**src/rtl/rv32i_types.sv**
```systemverilog
// Shared types for the Tomasulo core: reorder buffer entry,
// sizing constants and the commit beat consumed by the register file.
package rv32i_types;

  localparam int ROB_XLEN  = 32;
  localparam int ROB_DEPTH = 16;
  localparam int ROB_TAG_W = 4;

  typedef struct packed {
    logic                valid;
    logic                ready;
    logic [4:0]          rd;
    logic [ROB_XLEN-1:0] data;
  } rob_entry_t;

  typedef struct packed {
    logic                 rdy;
    logic [ROB_TAG_W-1:0] tag;
    logic [ROB_XLEN-1:0]  data;
  } sal_t;

endpackage

```
**src/rtl/reorder_buffer.sv**
```systemverilog
// In-order commit queue: allocates tags at dispatch, captures CDB results,
// retires the head each cycle it is ready.
// Ports: clk, rst (sync, active-high), flush, alloc_valid/alloc_rd ->
// alloc_ready/alloc_tag, cdb_valid/cdb_tag/cdb_data, commit_rdy/commit_tag/
// commit_data/commit_rd, count.
module reorder_buffer
  import rv32i_types::*;
#(
  parameter int DEPTH = ROB_DEPTH,
  parameter int TAG_W = ROB_TAG_W,
  parameter int XLEN  = ROB_XLEN
) (
  input  logic             clk,
  input  logic             rst,
  input  logic             flush,
  input  logic             alloc_valid,
  input  logic [4:0]       alloc_rd,
  output logic             alloc_ready,
  output logic [TAG_W-1:0] alloc_tag,
  input  logic             cdb_valid,
  input  logic [TAG_W-1:0] cdb_tag,
  input  logic [XLEN-1:0]  cdb_data,
  output logic             commit_rdy,
  output logic [TAG_W-1:0] commit_tag,
  output logic [XLEN-1:0]  commit_data,
  output logic [4:0]       commit_rd,
  output logic [TAG_W:0]   count
);

  localparam logic [TAG_W:0] FULL = (TAG_W+1)'(DEPTH);

  rob_entry_t       rob [DEPTH];
  logic [TAG_W-1:0] head;
  logic [TAG_W-1:0] tail;
  logic [TAG_W:0]   cnt;

  rob_entry_t hd;
  sal_t       beat;
  logic       alloc_fire;
  logic       commit_fire;

  assign hd          = rob[head];
  assign alloc_ready = (cnt < FULL);
  assign alloc_tag   = tail;
  assign count       = cnt;

  assign beat.rdy  = hd.valid & hd.ready & ~flush;
  assign beat.tag  = head;
  assign beat.data = hd.data;

  assign commit_rdy  = beat.rdy;
  assign commit_tag  = beat.tag;
  assign commit_data = beat.data;
  assign commit_rd   = hd.rd;

  assign alloc_fire  = alloc_valid & alloc_ready;
  assign commit_fire = beat.rdy;

  always_ff @(posedge clk) begin
    if (rst || flush) begin
      for (int i = 0; i < DEPTH; i++) begin
        rob[i] <= '0;
      end
      head <= '0;
      tail <= '0;
      cnt  <= '0;
    end else begin
      // Tail entry is invalid until the edge it is allocated on,
      // so a same-cycle CDB hit on it falls through the valid check.
      if (cdb_valid && rob[cdb_tag].valid) begin
        rob[cdb_tag].ready <= 1'b1;
        rob[cdb_tag].data  <= cdb_data;
      end
      if (commit_fire) begin
        rob[head].valid <= 1'b0;
        rob[head].ready <= 1'b0;
        head <= head + TAG_W'(1);
      end
      if (alloc_fire) begin
        rob[tail].valid <= 1'b1;
        rob[tail].ready <= 1'b0;
        rob[tail].rd    <= alloc_rd;
        rob[tail].data  <= '0;
        tail <= tail + TAG_W'(1);
      end
      unique case ({alloc_fire, commit_fire})
        2'b10:   cnt <= cnt + (TAG_W+1)'(1);
        2'b01:   cnt <= cnt - (TAG_W+1)'(1);
        default: cnt <= cnt;
      endcase
    end
  end

endmodule

```
**config.mk**
```make
export PLATFORM = sky130hd
export DESIGN_NAME = reorder_buffer
export DESIGN_NICKNAME = d
export VERILOG_FILES = /design/src/rtl/rv32i_types.sv /design/src/rtl/reorder_buffer.sv
export SDC_FILE = /design/constraint.sdc
export NUM_CORES = 1
export LEC_CHECK = 0
export BUFFER_PORTS_ARGS = -buffer_cell sky130_fd_sc_hd__buf_2
export CAP_MARGIN = 10
export CORE_ASPECT_RATIO = 0.7
export CORE_UTILIZATION = 35
export CTS_CLUSTER_DIAMETER = 100
export CTS_CLUSTER_SIZE = 40
export DETAILED_ROUTE_END_ITERATION = 8
export HOLD_SLACK_MARGIN = 0.15
export PLACE_DENSITY = 0.49
export REMOVE_ABC_BUFFERS = 1
export SLEW_MARGIN = 20
export SYNTH_ARGS = -nofsm -noshare
export SYNTH_HDL_FRONTEND = slang
export SYNTH_SLANG_ARGS = --single-unit
```
**constraint.sdc**
```tcl
create_clock -name clk -period 3.6 [get_ports clk]
set_input_delay 0 -clock clk [delete_from_list [all_inputs] [get_ports clk]]
set_output_delay 0 -clock clk [all_outputs]
set_load 0.01 [all_outputs]
```
==> key figures, run 1 <==
STA
  – Fin worst setup slack: between 0.2 and 0.25 ns
  – Clock skew: around 0.024 ns
  – Slew of the pin with the lowest slew margin: between 1 and 1.5 ns
  – RSZ-0062 raised after global routing: false
  – Final Cycle Share: 0.9414
  – Minimum clock period: between 3 and 4 ns
  – Final Hold Violating Endpoints: 0
  – Final-report max-slew violation count: 0
  – Final number of setup-violating endpoints: 0
  – Fmax: just under 300 MHz
  – Relative slew slack: 0.3121

Placement
  – Worst slack at placement: roughly 0.60 ns
  – Final HPWL DP: between 40 and 50 mm
  – Buffers on Ports: 97
  – GP Congestion: about 0.82

Run status
  – Status: completed

Clock tree
  – Postcts setup bufs: 0
  – Clock root buffer: clkbuf_16
  – Clk slew on worst S/H paths: approximately 0.15 ns
  – Clock sinks: roughly 640
  – Skew-Pair Late Insertion Delay: roughly 0.6 ns
  – Clock buffer depth: 3
  – CTS tree: done
  – H-tree levels: 1
  – Num CTS Buffers: 22

Pwr
  – Clock group share of total power: 0.323
  – Ratio of total power to cell area: ~400 nW/um2
  – Internal: around 9000 uW
  – Sequential power share: 0.629
  – Comb power frac: 0.047
  – Psw: 2827 uW
  – Peak supply drop: roughly 0.31 mV
  – Static leakage: between 0.01 and 0.015 uW
  – Switching part of the total: 0.2444

Global routing
  – Global-route layer with the greatest usage: met1
  – GR Layer Usage met3: 0.03690
  – Pin count of the biggest net entering global routing: around 110
  – Antenna violations before repair: 0
  – Overflow after GRT: 0
  – GRT met1 Usage: 0.3374
  – GRT Resource Usage Total: 0.2158
  – Vias in the first global route: 17,550
  – Global-route wire length before repair: 122.1 mm
  – Met2 Usage GRT: 0.3082

Floorplan
  – Die Wd: 326.4 um
  – I/O pins: just under 100
  – Die H: 229.1 um
  – # rows: just over 80
  – Die area: roughly 75,000 um2
  – Core area: 72,230 um2
  – Initial core utilization: 0.3570

Critical path
  – Worst Setup End Kind: flip-flop
  – Kind of critical path: reg -> reg
  – Reg2Reg Depth: 13
  – Setup crit end: count[2]
  – Worst Path Arrival: between 3 and 4 ns
  – RR Endpoint: count[2]
  – Critical-path maximum fanout: 10
  – Worst path required time: 4.17 ns
  – Flop2flop setup slack: roughly 0.21 ns
  – CP Launch Type: flip-flop

Final layout
  – Syn-to-layout area delta: 11.35%
  – Final nets: 2,035
  – Share of cells above drive strength 1: 0.2276
  – ANT cells: 0
  – Most frequent cells in the layout: 558 x dfxtp_1, 506 x a22o_1, 190 x mux4_2, 97 x buf_2, 80 x edfxtp_1
  – Fill count: around 6,800
  – Commonest non-fill, non-tap cell in the layout: dfxtp_1
  – Final core occ: 0.3975

Route
  – Vias/cell: roughly 6.0
  – Routed WL per cell: ~28 um
  – WL final: between 80 and 90 mm
  – Drt pass-1 iters: 5
  – Vias: between 15,000 and 20,000
  – Antenna viol nets, final: 0
  – 1st-iter DRT viols: 2,027
  – # DRC: 0

Logic synthesis
  – Post-synth cell types: 56
  – YS warnings: 0
  – Count of flip-flops with a built-in enable after synthesis: 80
  – Seq/Total Area, Yosys: 0.5287
  – Area of the mapped netlist: 25,780 um2
  – Syn Inst Count: 1,970
  – Ys flop type: dfxtp_1
  – Register bit total from synthesis: 641
  – Avg Cell Area, Syn: 13.09 um2
  – FFs w/ async S/R, synth: 0

Flow run
  – Max Cap Violations: 0

Min path
  – Tightest Hold Check Type: in -> reg
## worst min path at each step
stage | startpoint | end | cells past startpoint
6_report | cdb_tag[1] | rob[3][37] | 5
5_1_grt | cdb_tag[1] | rob[3][37] | 5
4_1_cts | cdb_tag[1] | rob[3][37] | 5
3_5_place_dp | cdb_data[31] | rob[14][31] | 3
3_3_place_gp | flush | count[2] | 3
2_1_floorplan | cdb_data[0] | rob[1][0] | 1
## routing by layer
layer	vias to the layer above	wire length, um
li1	7660	-
met1	9361	40150
met2	782	34710
met3	67	6154
met4	0	1530
met5	-	0
## cell usage after synthesis, drive strengths merged (12+ instances only)
cell type,n,area [um2]
dfxtp,561,11230
a22o,506,4432
mux4,190,4279
buf,145,716.9
clkbuf,90,339.1
edfxtp,80,2402
and2,62,387.9
nor2,42,162.6
nand2,39,146.4
nand3,36,185.2
and3,34,212.7
a21oi,27,161.4
inv,24,90.09
o21ai,22,110.1
a31o,12,105.1
## flip-flops by register name, summed over array words and instances (netlist names), named ones only
name	cells
alloc_tag	4
commit_tag	4
rob	624
count	5
## stage by stage
stage	instance area (um2)	hold WS (ns)	cells	setup TNS [ns]	total power (uW)
3_5_place_dp	27440	0.4150	2871	0	7941
6_report	28710	0.2205	2956	0	11570
4_1_cts	28670	0.2011	2955	0	11650
3_3_place_gp	27440	0.4035	2871	0	7934
5_1_grt	28710	0.2745	2956	0	11910
2_1_floorplan	24730	0.1257	1735	-310.20	7586
## worst max-delay path, cell delays in order, from the launching register on
cell	delay [ns]
dfxtp_4	0.45
mux4_2	0.50
o211ai_1	0.27
nand3_1	0.17
inv_2	0.09
ha_1	0.22
xor2_1	0.09
ha_1	0.24
a21oi_1	0.16
xor2_1	0.15
nor2_1	0.05
mux2i_1	0.19
mux2i_1	0.20
dlygate4sd3_1	0.55
## logic make-up (layout without fill, tap and decap cells)
kind of cell | Yosys count | after routing | share of synthesized area
flops | 641 | 641 | 0.5287
compound gates | 604 | 604 | 0.1974
buf+inv | 259 | 279 | 0.04445
simple gates | 252 | 252 | 0.05357
mux | 193 | 193 | 0.1671
fa+ha+maj | 11 | 11 | 0.005338
xor+xnor | 10 | 10 | 0.003397
## cell type report
class | count | area (um2) | area share
clock buffers | 27 | 621.8 | 0.02166
clock inverters | 9 | 135.1 | 0.004706
inverters | 24 | 91.34 | 0.003181
multi-input cells | 1070 | 11290 | 0.3931
flip-flops and latches | 641 | 13640 | 0.4751
well taps | 966 | 1209 | 0.04210
repair buffers | 219 | 1728 | 0.06018
## power by group through the flow
stage | combinational (uW) | clock, uW | sequential [uW]
finish | 547 | 3740 | 7280
global route | 571 | 4050 | 7290
CTS | 537 | 3820 | 7280
detailed placement | 500 | 0 | 7440
global placement | 495 | 0 | 7440
floorplan | 149 | 0 | 7440
## timing repair
action                                  4_1_cts  5_1_grt
endpoints found under the setup margin        0        2
gates resized for setup                       0        2
hold buffers                                 48        0
hold endpoints to repair                    637        0
Power figures use the tool's default switching activity.
==> run 2: changes to the inputs <==
--- a/config.mk
+++ b/config.mk
@@ -8,12 +8,12 @@
 export BUFFER_PORTS_ARGS = -buffer_cell sky130_fd_sc_hd__buf_2
 export CAP_MARGIN = 10
 export CORE_ASPECT_RATIO = 0.7
-export CORE_UTILIZATION = 35
+export CORE_UTILIZATION = 50
 export CTS_CLUSTER_DIAMETER = 100
 export CTS_CLUSTER_SIZE = 40
 export DETAILED_ROUTE_END_ITERATION = 8
 export HOLD_SLACK_MARGIN = 0.15
-export PLACE_DENSITY = 0.49
+export PLACE_DENSITY = 0.66
 export REMOVE_ABC_BUFFERS = 1
 export SLEW_MARGIN = 20
 export SYNTH_ARGS = -nofsm -noshare
==> key figures, run 2 (synthesis gave the netlist of run 1 again) <==
Global routing
  – Vias in the first global route: between 15,000 and 20,000
  – Global-route wire length before repair: between 100 and 150 mm
  – Antenna violations before repair: 4
  – Pin count of the biggest net entering global routing: 122
  – Overflow after GRT: 0
  – GRT Resource Usage Total: 0.2817

Placement
  – DP Cell Count: about 2,600
  – Buffers on Ports: 97
  – Worst slack at placement: 0.3779 ns
  – GP Congestion: between 0.8 and 0.9
  – Final HPWL DP: about 43 mm

STA
  – Total negative slack: 0 ns
  – Clock skew: around 0.064 ns
  – Minimum clock period: 3.314 ns
  – Final Hold Violating Endpoints: 0
  – Relative slew slack: 0.3341
  – RSZ-0062 raised after global routing: false
  – Fmax: 301.8 MHz
  – Fin worst setup slack: about 0.29 ns
  – Final Cycle Share: 0.9205
  – Final number of setup-violating endpoints: 0
  – Slew of the pin with the lowest slew margin: 0.9988 ns
  – Final-report max-slew violation count: 0

Floorplan
  – Initial core utilization: 0.5071
  – Die area: around 52,000 um2
  – Core area: 50,850 um2
  – Die Wd: ~270 um
  – # rows: ~70
  – Die H: between 150 and 200 um
  – I/O pins: between 90 and 100

Clock tree
  – Num CTS Buffers: 20
  – Clock root buffer: clkbuf_16
  – H-tree levels: 1
  – Clock sinks: roughly 640
  – Postcts setup bufs: 0
  – Clock buffer depth: 3
  – CTS tree: done
  – Clk slew on worst S/H paths: around 0.16 ns
  – Skew-Pair Late Insertion Delay: ~0.61 ns

Final layout
  – Share of cells above drive strength 1: 0.2202
  – Most frequent cells in the layout: 558 x dfxtp_1, 506 x a22o_1, 190 x mux4_2, 97 x buf_2, 80 x edfxtp_1
  – Reg area: 13,640 um2
  – Commonest non-fill, non-tap cell in the layout: dfxtp_1
  – Top reg by flops: rob
  – Final core occ: 0.5521
  – Final nets: about 2,000
  – Fill count: slightly above 4,000
  – Flip-flop count of the largest register after layout: around 620
  – Area of the multi-input gates: 11,300 um2
  – Non-Filler Instances: 2,656
  – Syn-to-layout area delta: 8.870%

Critical path
  – Crit path cell chain: nand2_1 > mux4_2 > o211ai_1 > nand3_1 > inv_2 > ha_4 > xor2_1 > ha_1 > a21oi_1 > xor2_1 > nor2_1 > mux2i_1 > mux2i_1 > dlygate4sd3_1
  – Slowest stage delay, CP: a little under 0.6 ns
  – Critical-path maximum fanout: 10
  – Kind of critical path: reg -> reg
  – Worst path required time: 4.16 ns
  – Worst Setup End Kind: flip-flop
  – Slowest cell on the critical path: dlygate4sd3_1
  – CP Launch Type: flip-flop
  – Worst Path Arrival: between 3 and 4 ns

Pwr
  – Peak supply drop: between 0.3 and 0.4 mV
  – Pwr Total: roughly 11,000 uW
  – Static leakage: roughly 0.010 uW
  – Ratio of total power to cell area: about 390 nW/um2

Route
  – DR WL met2: 32.93 mm
  – WL final: around 74 mm
  – Vias: between 15,000 and 20,000
  – # DRC: 0
  – WL met3: 6.961 mm
  – M1 wire length: 33.13 mm
  – Vias/cell: about 6.8
  – Antenna viol nets, final: 0
  – Routed WL per cell: 28.03 um
  – Drt pass-1 iters: 5
  – Top layer reached by signal wires: met5
  – 1st-iter DRT viols: ~2,200

Flow run
  – Max Cap Violations: 0

Min path
  – Tightest Hold Check Type: in -> reg

Run status
  – Status: completed
[run 2: cell type report]
class,count,area share
Inverter,24,0.003209
Timing Repair Buffer,218,0.05741
Clock buffer,25,0.01925
Tap cell,674,0.03004
Sequential cell,641,0.4860
Multi-Input combinational cell,1070,0.4024
Clock inverter,2,0.001471
Antenna cell,2,0.0001783
[run 2: worst max-delay path, delay by kind of cell (launching register included)]
kind | cells | cell delay, ns
muxes | 3 | 0.83
buffers and inverters | 2 | 0.69
adders and majority gates | 2 | 0.44
AOI/OAI and AO/OA | 2 | 0.39
DFF | 1 | 0.38
and+or+nand+nor | 3 | 0.30
xor gates and xnor gates | 2 | 0.24
[run 2: path summary, 6_finish.rpt]
path              cells past startpoint          to  slack [ns]  startpoint
setup reg to reg                     14    count[2]        0.29  rob[6][38]
hold reg to reg                       1  rob[9][25]        0.49  rob[9][25]
setup / recovery                     14    count[2]        0.29  rob[6][38]
hold / removal                        5  rob[3][37]        0.24  cdb_tag[0]
[run 2: timing repair]
action                                  4_1_cts  5_1_grt
endpoints found under the setup margin        0        1
endpoints found under the hold margin       632        0
resized for setup                             0        3
hold buffers                                 52        0
[run 2: metal layers]
metal,vias to the layer above,track usage
li1,7635,-
met4,4,0.05651
met5,-,0.001880
met2,947,0.4241
met1,9253,0.4281
met3,112,0.04426
[run 2: power breakdown]
part / internal (uW) / switching, uW / leakage, uW
Clock: 1100 / 2140 / 0.000281
Sequential: 7270 / 14.5 / 0.00541
Combinational: 135 / 386 / 0.00471
[run 2: through the flow]
| stage | instance area (um2) | hold WS, ns |
|---|---|---|
| detailed placement | 26950 | 0.4019 |
| CTS | 28050 | 0.2409 |
| finish | 28070 | 0.2413 |
| global placement | 26950 | 0.3947 |
| floorplan | 24730 | 0.1257 |
| global route | 28070 | 0.2852 |
